### src/rtl/sound_sample_sequencer.sv
// ---------------------------------------------------------------------------
// sound_sample_sequencer
//
// Plays back up to three digitised effect voices (0 = explosion, 1 = shell
// fire, 2 = engine) from one shared single-port sample BRAM.  On every
// 48 kHz sample tick the sequencer reads one byte per voice.  It then mixes
// the three unsigned 8-bit samples into a signed 16-bit stream.  The ROM
// downloader shares the BRAM port and always takes priority over playback.
//
// Ports
//   clk           system clock (only clock)
//   rst           synchronous active-high reset
//   clk_48KHz_en  one-cycle sample tick
//   trig[2:0]     per-voice trigger levels; a rising edge arms the voice
//   dl_wr         download write strobe
//   dl_addr       download byte address (out-of-range addresses are dropped)
//   dl_data       download byte
//   rom_addr      BRAM address (download address or playback pointer)
//   rom_we        BRAM write enable
//   rom_wdata     BRAM write data
//   rom_rdata     BRAM read data, valid one cycle after rom_addr
//   voice_active  voice n is currently playing
//   audio_out     signed mix, the 10-bit sum placed in the top bits
// ---------------------------------------------------------------------------
module sound_sample_sequencer #(
    parameter int                ADDR_W   = 14,
    parameter logic [ADDR_W-1:0] V0_START = 14'h0000,
    parameter logic [ADDR_W-1:0] V0_END   = 14'h0FFF,
    parameter logic [ADDR_W-1:0] V1_START = 14'h1000,
    parameter logic [ADDR_W-1:0] V1_END   = 14'h1FFF,
    parameter logic [ADDR_W-1:0] V2_START = 14'h2000,
    parameter logic [ADDR_W-1:0] V2_END   = 14'h3FFF,
    parameter bit                V2_LOOP  = 1'b1
) (
    input  logic              clk,
    input  logic              rst,
    input  logic              clk_48KHz_en,
    input  logic [2:0]        trig,
    input  logic              dl_wr,
    input  logic [24:0]       dl_addr,
    input  logic [7:0]        dl_data,
    output logic [ADDR_W-1:0] rom_addr,
    output logic              rom_we,
    output logic [7:0]        rom_wdata,
    input  logic [7:0]        rom_rdata,
    output logic [2:0]        voice_active,
    output logic [15:0]       audio_out
);

    typedef enum logic [2:0] {S_IDLE, S_RD0, S_RD1, S_RD2, S_CAP, S_MIX} state_t;

    state_t            state_q;
    logic              cap_vld_q;   // a read was issued last cycle
    logic [1:0]        cap_sel_q;   // ...for this voice
    logic [15:0]       audio_q;

    logic              wr_ok;
    logic              in_rd;
    logic              stall;
    logic              tick_start;
    logic [1:0]        rd_sel;
    logic [ADDR_W-1:0] rd_addr;
    logic [ADDR_W-1:0] ptr_w  [3];
    logic signed [7:0] term_w [3];
    logic [9:0]        mix_d;

    // Only addresses inside the BRAM are written; others are dropped entirely.
    assign wr_ok      = dl_wr && (dl_addr[24:ADDR_W] == '0);
    assign in_rd      = (state_q == S_RD0) || (state_q == S_RD1) || (state_q == S_RD2);
    assign stall      = wr_ok && in_rd;
    assign tick_start = (state_q == S_IDLE) && clk_48KHz_en;

    always_comb begin
        rd_sel  = 2'd0;
        rd_addr = '0;
        case (state_q)
            S_RD0: begin rd_sel = 2'd0; rd_addr = ptr_w[0]; end
            S_RD1: begin rd_sel = 2'd1; rd_addr = ptr_w[1]; end
            S_RD2: begin rd_sel = 2'd2; rd_addr = ptr_w[2]; end
            default: begin rd_sel = 2'd0; rd_addr = '0; end
        endcase
    end

    // BRAM port mux: the downloader owns the port in any cycle it writes.
    always_comb begin
        rom_we    = wr_ok;
        rom_wdata = 8'h00;
        rom_addr  = rd_addr;
        if (wr_ok) begin
            rom_addr  = dl_addr[ADDR_W-1:0];
            rom_wdata = dl_data;
        end
    end

    always_ff @(posedge clk) begin
        if (rst) begin
            state_q   <= S_IDLE;
            cap_vld_q <= 1'b0;
            cap_sel_q <= 2'd0;
            audio_q   <= 16'h0000;
        end else begin
            // A read stolen by the downloader yields no data for the next cycle.
            cap_vld_q <= in_rd && !wr_ok;
            cap_sel_q <= rd_sel;
            case (state_q)
                S_IDLE: if (clk_48KHz_en) state_q <= S_RD0;
                S_RD0:  if (!stall) state_q <= S_RD1;
                S_RD1:  if (!stall) state_q <= S_RD2;
                S_RD2:  if (!stall) state_q <= S_CAP;
                S_CAP:  state_q <= S_MIX;
                S_MIX: begin
                    audio_q <= {mix_d, 6'b000000};
                    state_q <= S_IDLE;
                end
                default: state_q <= S_IDLE;
            endcase
        end
    end

    generate
        for (genvar gi = 0; gi < 3; gi++) begin : g_voice
            localparam logic [ADDR_W-1:0] START_P = (gi == 0) ? V0_START :
                                                    (gi == 1) ? V1_START : V2_START;
            localparam logic [ADDR_W-1:0] END_P   = (gi == 0) ? V0_END :
                                                    (gi == 1) ? V1_END : V2_END;
            localparam bit                LOOP_P  = (gi == 2) && V2_LOOP;

            logic [ADDR_W-1:0] ptr_q;
            logic [ADDR_W-1:0] ptr_d;
            logic              active_q;
            logic              active_d;
            logic              pend_q;
            logic              trig_q;
            logic [7:0]        smp_q;
            logic              rise;
            logic              cap_hit;

            assign rise    = trig[gi] && !trig_q;
            assign cap_hit = cap_vld_q && (cap_sel_q == 2'(gi));

            // Pointer step after a captured sample; END either wraps (held
            // looping voice) or ends the voice with the pointer parked.
            always_comb begin
                ptr_d    = ptr_q + ADDR_W'(1);
                active_d = active_q;
                if (ptr_q == END_P) begin
                    if (LOOP_P && trig[gi]) begin
                        ptr_d = START_P;
                    end else begin
                        ptr_d    = ptr_q;
                        active_d = 1'b0;
                    end
                end
            end

            always_ff @(posedge clk) begin
                if (rst) begin
                    ptr_q    <= START_P;
                    active_q <= 1'b0;
                    pend_q   <= 1'b0;
                    trig_q   <= 1'b0;
                    smp_q    <= 8'h80;
                end else begin
                    trig_q <= trig[gi];
                    if (tick_start && pend_q) begin
                        ptr_q    <= START_P;
                        active_q <= 1'b1;
                        pend_q   <= rise;
                    end else begin
                        pend_q <= pend_q || rise;
                    end
                    if (cap_hit) begin
                        if (active_q) begin
                            smp_q    <= rom_rdata;
                            ptr_q    <= ptr_d;
                            active_q <= active_d;
                        end else begin
                            smp_q <= 8'h80;
                        end
                    end
                end
            end

            assign ptr_w[gi]        = ptr_q;
            // Offset-binary to two's complement: sample - 8'h80.
            assign term_w[gi]       = signed'({~smp_q[7], smp_q[6:0]});
            assign voice_active[gi] = active_q;
        end
    endgenerate

    // Three signed 8-bit terms fit a 10-bit sum without overflow.
    always_comb begin
        mix_d = '0;
        for (int n = 0; n < 3; n++) begin
            mix_d = mix_d + {{2{term_w[n][7]}}, term_w[n]};
        end
    end

    assign audio_out = audio_q;

endmodule

### config.mk
export PLATFORM = sky130hd
export DESIGN_NAME = sound_sample_sequencer
export DESIGN_NICKNAME = d
export VERILOG_FILES = /design/src/rtl/sound_sample_sequencer.sv
export SDC_FILE = /design/constraint.sdc
export NUM_CORES = 1
export LEC_CHECK = 0
export ABC_AREA = 1
export BUFFER_PORTS_ARGS = -buffer_cell sky130_fd_sc_hd__buf_2
export CORE_MARGIN = 2
export CORE_UTILIZATION = 55
export DETAILED_ROUTE_END_ITERATION = 16
export PLACE_DENSITY = 0.82
export SYNTH_ARGS = -nofsm -noshare
export SYNTH_HDL_FRONTEND = slang
export SYNTH_SLANG_ARGS = --single-unit
### constraint.sdc
create_clock -name clk -period 2.3 [get_ports clk]
set_input_delay 0.46 -clock clk [delete_from_list [all_inputs] [get_ports clk]]
set_output_delay 0.46 -clock clk [all_outputs]
set_load 0.05 [all_outputs]
Word-level counts from Yosys, hierarchy flattened
Cells that the tools add are included.
- word-level logic and storage cells: 111
- input port bits: 48
- flip-flop bits (word level): 91
- add/sub/neg operators: 5
- muxes and demuxes: 41
- bitwise operators: 3
- reduce and logical (&&, ||, !) cells: 26
- equality and inequality tests: 17
- operator list (kind ; count):
    $mux W14 ; 14
    $add A14 B1 Y14 const B ; 3
    $pmux W14 S3 ; 1
    $mux W8 ; 4
    $mux W1 ; 16
    $pmux W3 S5 ; 1
    $eq A14 B12 Y1 const B ; 1
    $eq A14 B13 Y1 const B ; 1
    $eq A14 B14 Y1 const B ; 1
    $logic_and A1 B1 Y1 ; 13
    $mux W3 ; 4
    $logic_not A11 Y1 ; 1
    $add A9 B8 Y10 ; 1
    $add A8 B8 Y9 ; 1
    $ne A2 B2 Y1 const B ; 4
    $eq A3 B2 Y1 const B ; 2
    $eq A3 B3 Y1 const B ; 2
    $ne A3 B3 Y1 const B ; 2
    $logic_or A1 B1 Y1 ; 5
    $logic_not A1 Y1 ; 4
    $ne A4 B4 Y1 const B ; 1
    $pmux W2 S2 ; 1
    $reduce_and A4 Y1 ; 1
    $eq A3 B1 Y1 const B ; 1
    other kinds (5) ; 7

Longest topological paths before layout
- depth after elaboration: 6
- depth in mapped cells: 13
- depth with buffers taken out: 13

Worst setup path after synthesis
Ideal clock, no wire load.
- path type: input-to-output
- start: in dl_addr[21]
- end: out rom_addr[10]
- buffers on the path: 1
- data required time: 1.840 ns
- data arrival time: 2.208 ns
- cell stages on the path: 9
- path slack: -0.368 ns
- cell sequence: nor2_1 nand2_1 nor2_1 nand2_2 inv_2 nor2_1 inv_1 clkbuf_2 o21ai_0
- word-level cells in the longest chain between the ends: 3
- RTL lines (element ; RTL line ; text):
    start: declaration ; 40 ; input logic [24:0] dl_addr,
    $logic_not A11 Y1 ; 68 ; assign wr_ok = dl_wr && (dl_addr[24:ADDR_W] == '0);
    $logic_and A1 B1 Y1 ; 68 ;
    $mux W14 ; 89 ; if (wr_ok) begin
    end: declaration ; 42 ; output logic [ADDR_W-1:0] rom_addr,
Every way passes these cells.

Final worst setup path
- start: reg state_q[1]
- end: out rom_addr[10]
- word-level cells in the longest chain between the ends: 3
- elaborated cells between the ends (all ways): 5
- RTL lines (element ; RTL line ; text):
    start: declaration ; 52 ; state_t state_q;
    start signal: assignment ; 97 ; state_q <= S_IDLE;
    start signal: assignment ; 106 ; S_IDLE: if (clk_48KHz_en) state_q <= S_RD0;
    start signal: assignment ; 107 ; S_RD0: if (!stall) state_q <= S_RD1;
    $eq A3 B2 Y1 / $eq A3 B1 Y1 (equally long branches) ; 76 ; case (state_q)
    $pmux W14 S3 (*) ; 76 ;
    $mux W14 (*) ; 89 ;
Mark *: on every way between the ends. The rest lies on a longest branch, timed or not.

==> results.yml <==
outcome:
  status: "complete, no violations"
critical_path:
  regToRegEndpoint: "audio_out[13]"
  start_kind: "register"
  worstPathArrival_ns: 1.80
  max_stage_delay_ns: 0.38
  reg2reg_from: "g_voice[0].smp_q[1]"
  crit_top_cell: "buf_6"
  cp_max_fo: 5
  worstSetupEndpointType: "output port"
  crit_end: "rom_addr[10]"
  crit_slowest_cell: "dfxtp_4"
  crit_type: "register to output port"
  regToRegSetupSlack_ns: 0.11
  worstPathRequired_ns: 1.84
  cp-startpoint: "state_q[1]"
  r2r_cells: 9
  crit_chain: "buf_6 > nor3_4 > buf_6 > a22o_1 > a21oi_1 > o21ai_1 > buf_4"
synthesis:
  synth_area_um2: 5650
  synth_seq_cells: 91
  ys_seq_area_share_pct: 32.3
  async_flop_share_pct: 0
  synth_ff_type: "dfxtp_1"
  syn_inst: 865
  synth.avg_cell_area_um2: 6.53
  synth-edff-count: 0
  yosysWarningCount: 0
  synthDistinctLibCells: 46
clocking:
  holdBufCountCts: 0
  cts_buffers: 9
  cts_tree: "built"
  clkLatencyLatePin_ns: 0.36
  clk_pin_slew_ns: 0.10
  clkSinkCount: 91
  clockRootBuffer: "clkbuf_8"
  cts_buffer_depth: 2
  htreeDepth: 3
placement:
  globalplace.congestion: 0.949
  port-buffer-count: 83
  dpl-instance-area_um2: 6220
  hpwl_mm: 11.4
sta:
  final_max_slew_viol_count: 0
  setup_violations: 0
  fin_crit_ns: 2.26
  fmax_mhz: 443
  timing_hold_violations_final: 0
  relSlewSlack_pct: 60.2
  fin_skew_ns: 0.00960
  worst_pin_slew_ns: 0.597
  rsz0062_at_grt: "true"
  fin_crit_sh_pct: 98.1
routing:
  wl_per_cell_um: 14.4
  num_vias: 5868
  vias_per_cell: 5.39
  wirelength_mm: 15.6
  drc: 0
  antenna_left: 0
  drtIter0Drc: 433
  dr.pass1.iters: 5
global_routing:
  antenna_found_initial: 0
  first_global_vias: 5394
  grt_pass1_wl_mm: 24.9
  grt_max_degree: 50
  grt-ovfl-total: 0
  grt.total_usage_pct: 27.6
finish:
  fin_util_pct: 66.9
  nets: 1018
  stdcell_area_um2: 6600
  drive_gt1_share_pct: 20.2
  synthToLayoutAreaGrowth_pct: 16.8
  insertedDiodeCount: 0
power:
  power.density_nw_per_um2: 509
  ir_worst_vdd_uv: 292
  cellLeakagePower_nw: 3.16
floorplanning:
  num_rows: 36
  pin_count: 90
  coreArea_um2: 9860
  initial_core_util_pct: 57.3
  die_area_um2: 11100
  fp.dieW_um: 105
  die_y_um: 105
run:
  max_cap_violations: 0
worst_hold_path:
  hold_class: "primary input to register"
## how the worst min path moves through the flow
stage | depth (start not counted) | endpoint | from
final | 3 | g_voice[1].trig_q | trig[1]
after global routing | 3 | g_voice[1].trig_q | trig[1]
after CTS | 3 | g_voice[1].trig_q | trig[1]
after detailed placement | 2 | g_voice[2].smp_q[0] | g_voice[2].smp_q[0]
after global placement | 2 | g_voice[1].smp_q[0] | g_voice[1].smp_q[0]
after floorplan | 2 | g_voice[2].smp_q[0] | g_voice[2].smp_q[0]
## Yosys cell counts, types with 2 or more instances
cell / number / area share (%)
a211oi_1: 2 / 0.27
a21oi_1: 73 / 6.5
a221oi_1: 2 / 0.31
buf_1: 3 / 0.20
buf_2: 7 / 0.62
buf_4: 11 / 1.5
buf_6: 2 / 0.40
clkbuf_1: 7 / 0.47
dfxtp_1: 91 / 32
fa_1: 9 / 3.2
ha_1: 11 / 2.4
inv_1: 104 / 6.9
inv_2: 18 / 1.2
nand2_1: 221 / 15
nand2_2: 10 / 1.1
nand2_4: 2 / 0.40
nand3_1: 71 / 6.3
nand3_2: 2 / 0.35
nand4_1: 9 / 1.0
nor2_1: 90 / 6.0
nor2_2: 7 / 0.78
nor2_4: 5 / 1.0
nor3_1: 9 / 0.80
nor3_2: 3 / 0.53
o211ai_1: 2 / 0.27
o21a_1: 2 / 0.27
o21ai_0: 40 / 3.5
o21ai_1: 15 / 1.3
o21ai_2: 2 / 0.31
o21bai_1: 6 / 0.80
o22ai_1: 8 / 0.89
xnor2_1: 3 / 0.47
xor2_1: 5 / 0.78
## report_power, final
part / internal (mW) / total [mW] / switching (mW)
clock network: 0.537 / 1.13 / 0.589
registers: 1.61 / 1.65 / 0.0412
logic: 0.185 / 0.586 / 0.401
total: 2.33 / 3.36 / 1.03
## registers in the layout, indices dropped and copies added, names as in the netlist
signal and cells:
g_voice.ptr_q 42, g_voice.smp_q 24, audio_out 10, g_voice.active_q 3
g_voice.pend_q 3, g_voice.trig_q 3, state_q 3, cap_sel_q 2
cap_vld_q 1
## layout by cell type (no fill, tap or decap), types with 2 or more instances in the layout
master	synthesis	final
a21oi_1	73	71
clkinvlp_4	0	3
buf_6	2	11
nor3_2	3	2
nor2_4	5	5
clkbuf_8	0	10
a211oi_1	2	2
nand3_2	2	2
nor3_1	9	9
a221oi_2	0	2
inv_2	18	17
xor2_1	5	5
dfxtp_1	91	88
o211ai_1	2	2
ha_1	11	11
o21a_1	2	2
nand4_1	9	9
buf_2	7	70
fa_1	9	8
o21ai_1	15	19
nand2_4	2	2
nand2_1	221	219
dfxtp_4	0	3
o22ai_2	0	2
conb_1	1	6
o22ai_1	8	6
nand3_1	71	70
buf_4	11	17
nor2_1	90	90
o21bai_1	6	6
inv_1	104	103
xnor2_1	3	3
nand2_2	10	12
o21ai_2	2	13
inv_4	0	2
a21oi_2	0	2
nor2_2	7	7
o21ai_0	40	25
## layer usage
metal | wire (µm) | global-route usage (%)
met1 | 6570 | 36.5
met2 | 7340 | 46.4
met3 | 1490 | 5.19
met4 | 216 | 6.67
met5 | 0 | 0
## area by class of cell
type / instances / area, µm²
Multi-Input combinational cell: 625 / 3300
Fill cell: 909 / 3270
Sequential cell: 91 / 1830
Timing Repair Buffer: 100 / 629
Inverter: 123 / 467
Tap cell: 133 / 166
Clock buffer: 11 / 141
Clock inverter: 5 / 61.3
## cells by family after synthesis
| group | after synthesis | share of synthesized area (%) |
|---|---|---|
| xor+xnor | 8 | 1.24 |
| other cells | 1 | 0.0664 |
| simple gates | 434 | 34.1 |
| compound gates | 157 | 15.3 |
| flops | 91 | 32.3 |
| buf+inv | 154 | 11.4 |
| fa+ha+maj | 20 | 5.63 |
## worst max-delay path, delay by kind of cell (launching register included)
kind / cells / cell delay [ns]
buffers and inverters: 3 / 0.50
AND/OR/NAND/NOR: 1 / 0.22
flip-flops: 1 / 0.38
AO/OA/AOI/OAI: 3 / 0.34
## metrics by stage
stage	total power, mW	std cells	TNS [ns]	worst slack [ns]	hold WS (ns)
after floorplan	2.06	870	-0.100	-0.100	0.445
after global placement	2.21	1070	0	0.164	0.455
after detailed placement	2.21	1070	0	0.0696	0.460
after CTS	3.31	1086	-0.0400	-0.0242	0.317
after global routing	3.49	1088	-0.0919	-0.0445	0.328
final	3.36	1088	0	0.0433	0.315
## timing repair
| item | in CTS | in global routing |
|---|---|---|
| gates cloned | 0 | 1 |
| setup endpoints to repair | 14 | 16 |
| buffers inserted | 0 | 1 |
| pin swaps | 0 | 2 |
| gates resized for setup | 12 | 42 |
Power figures use the tool's default switching activity.
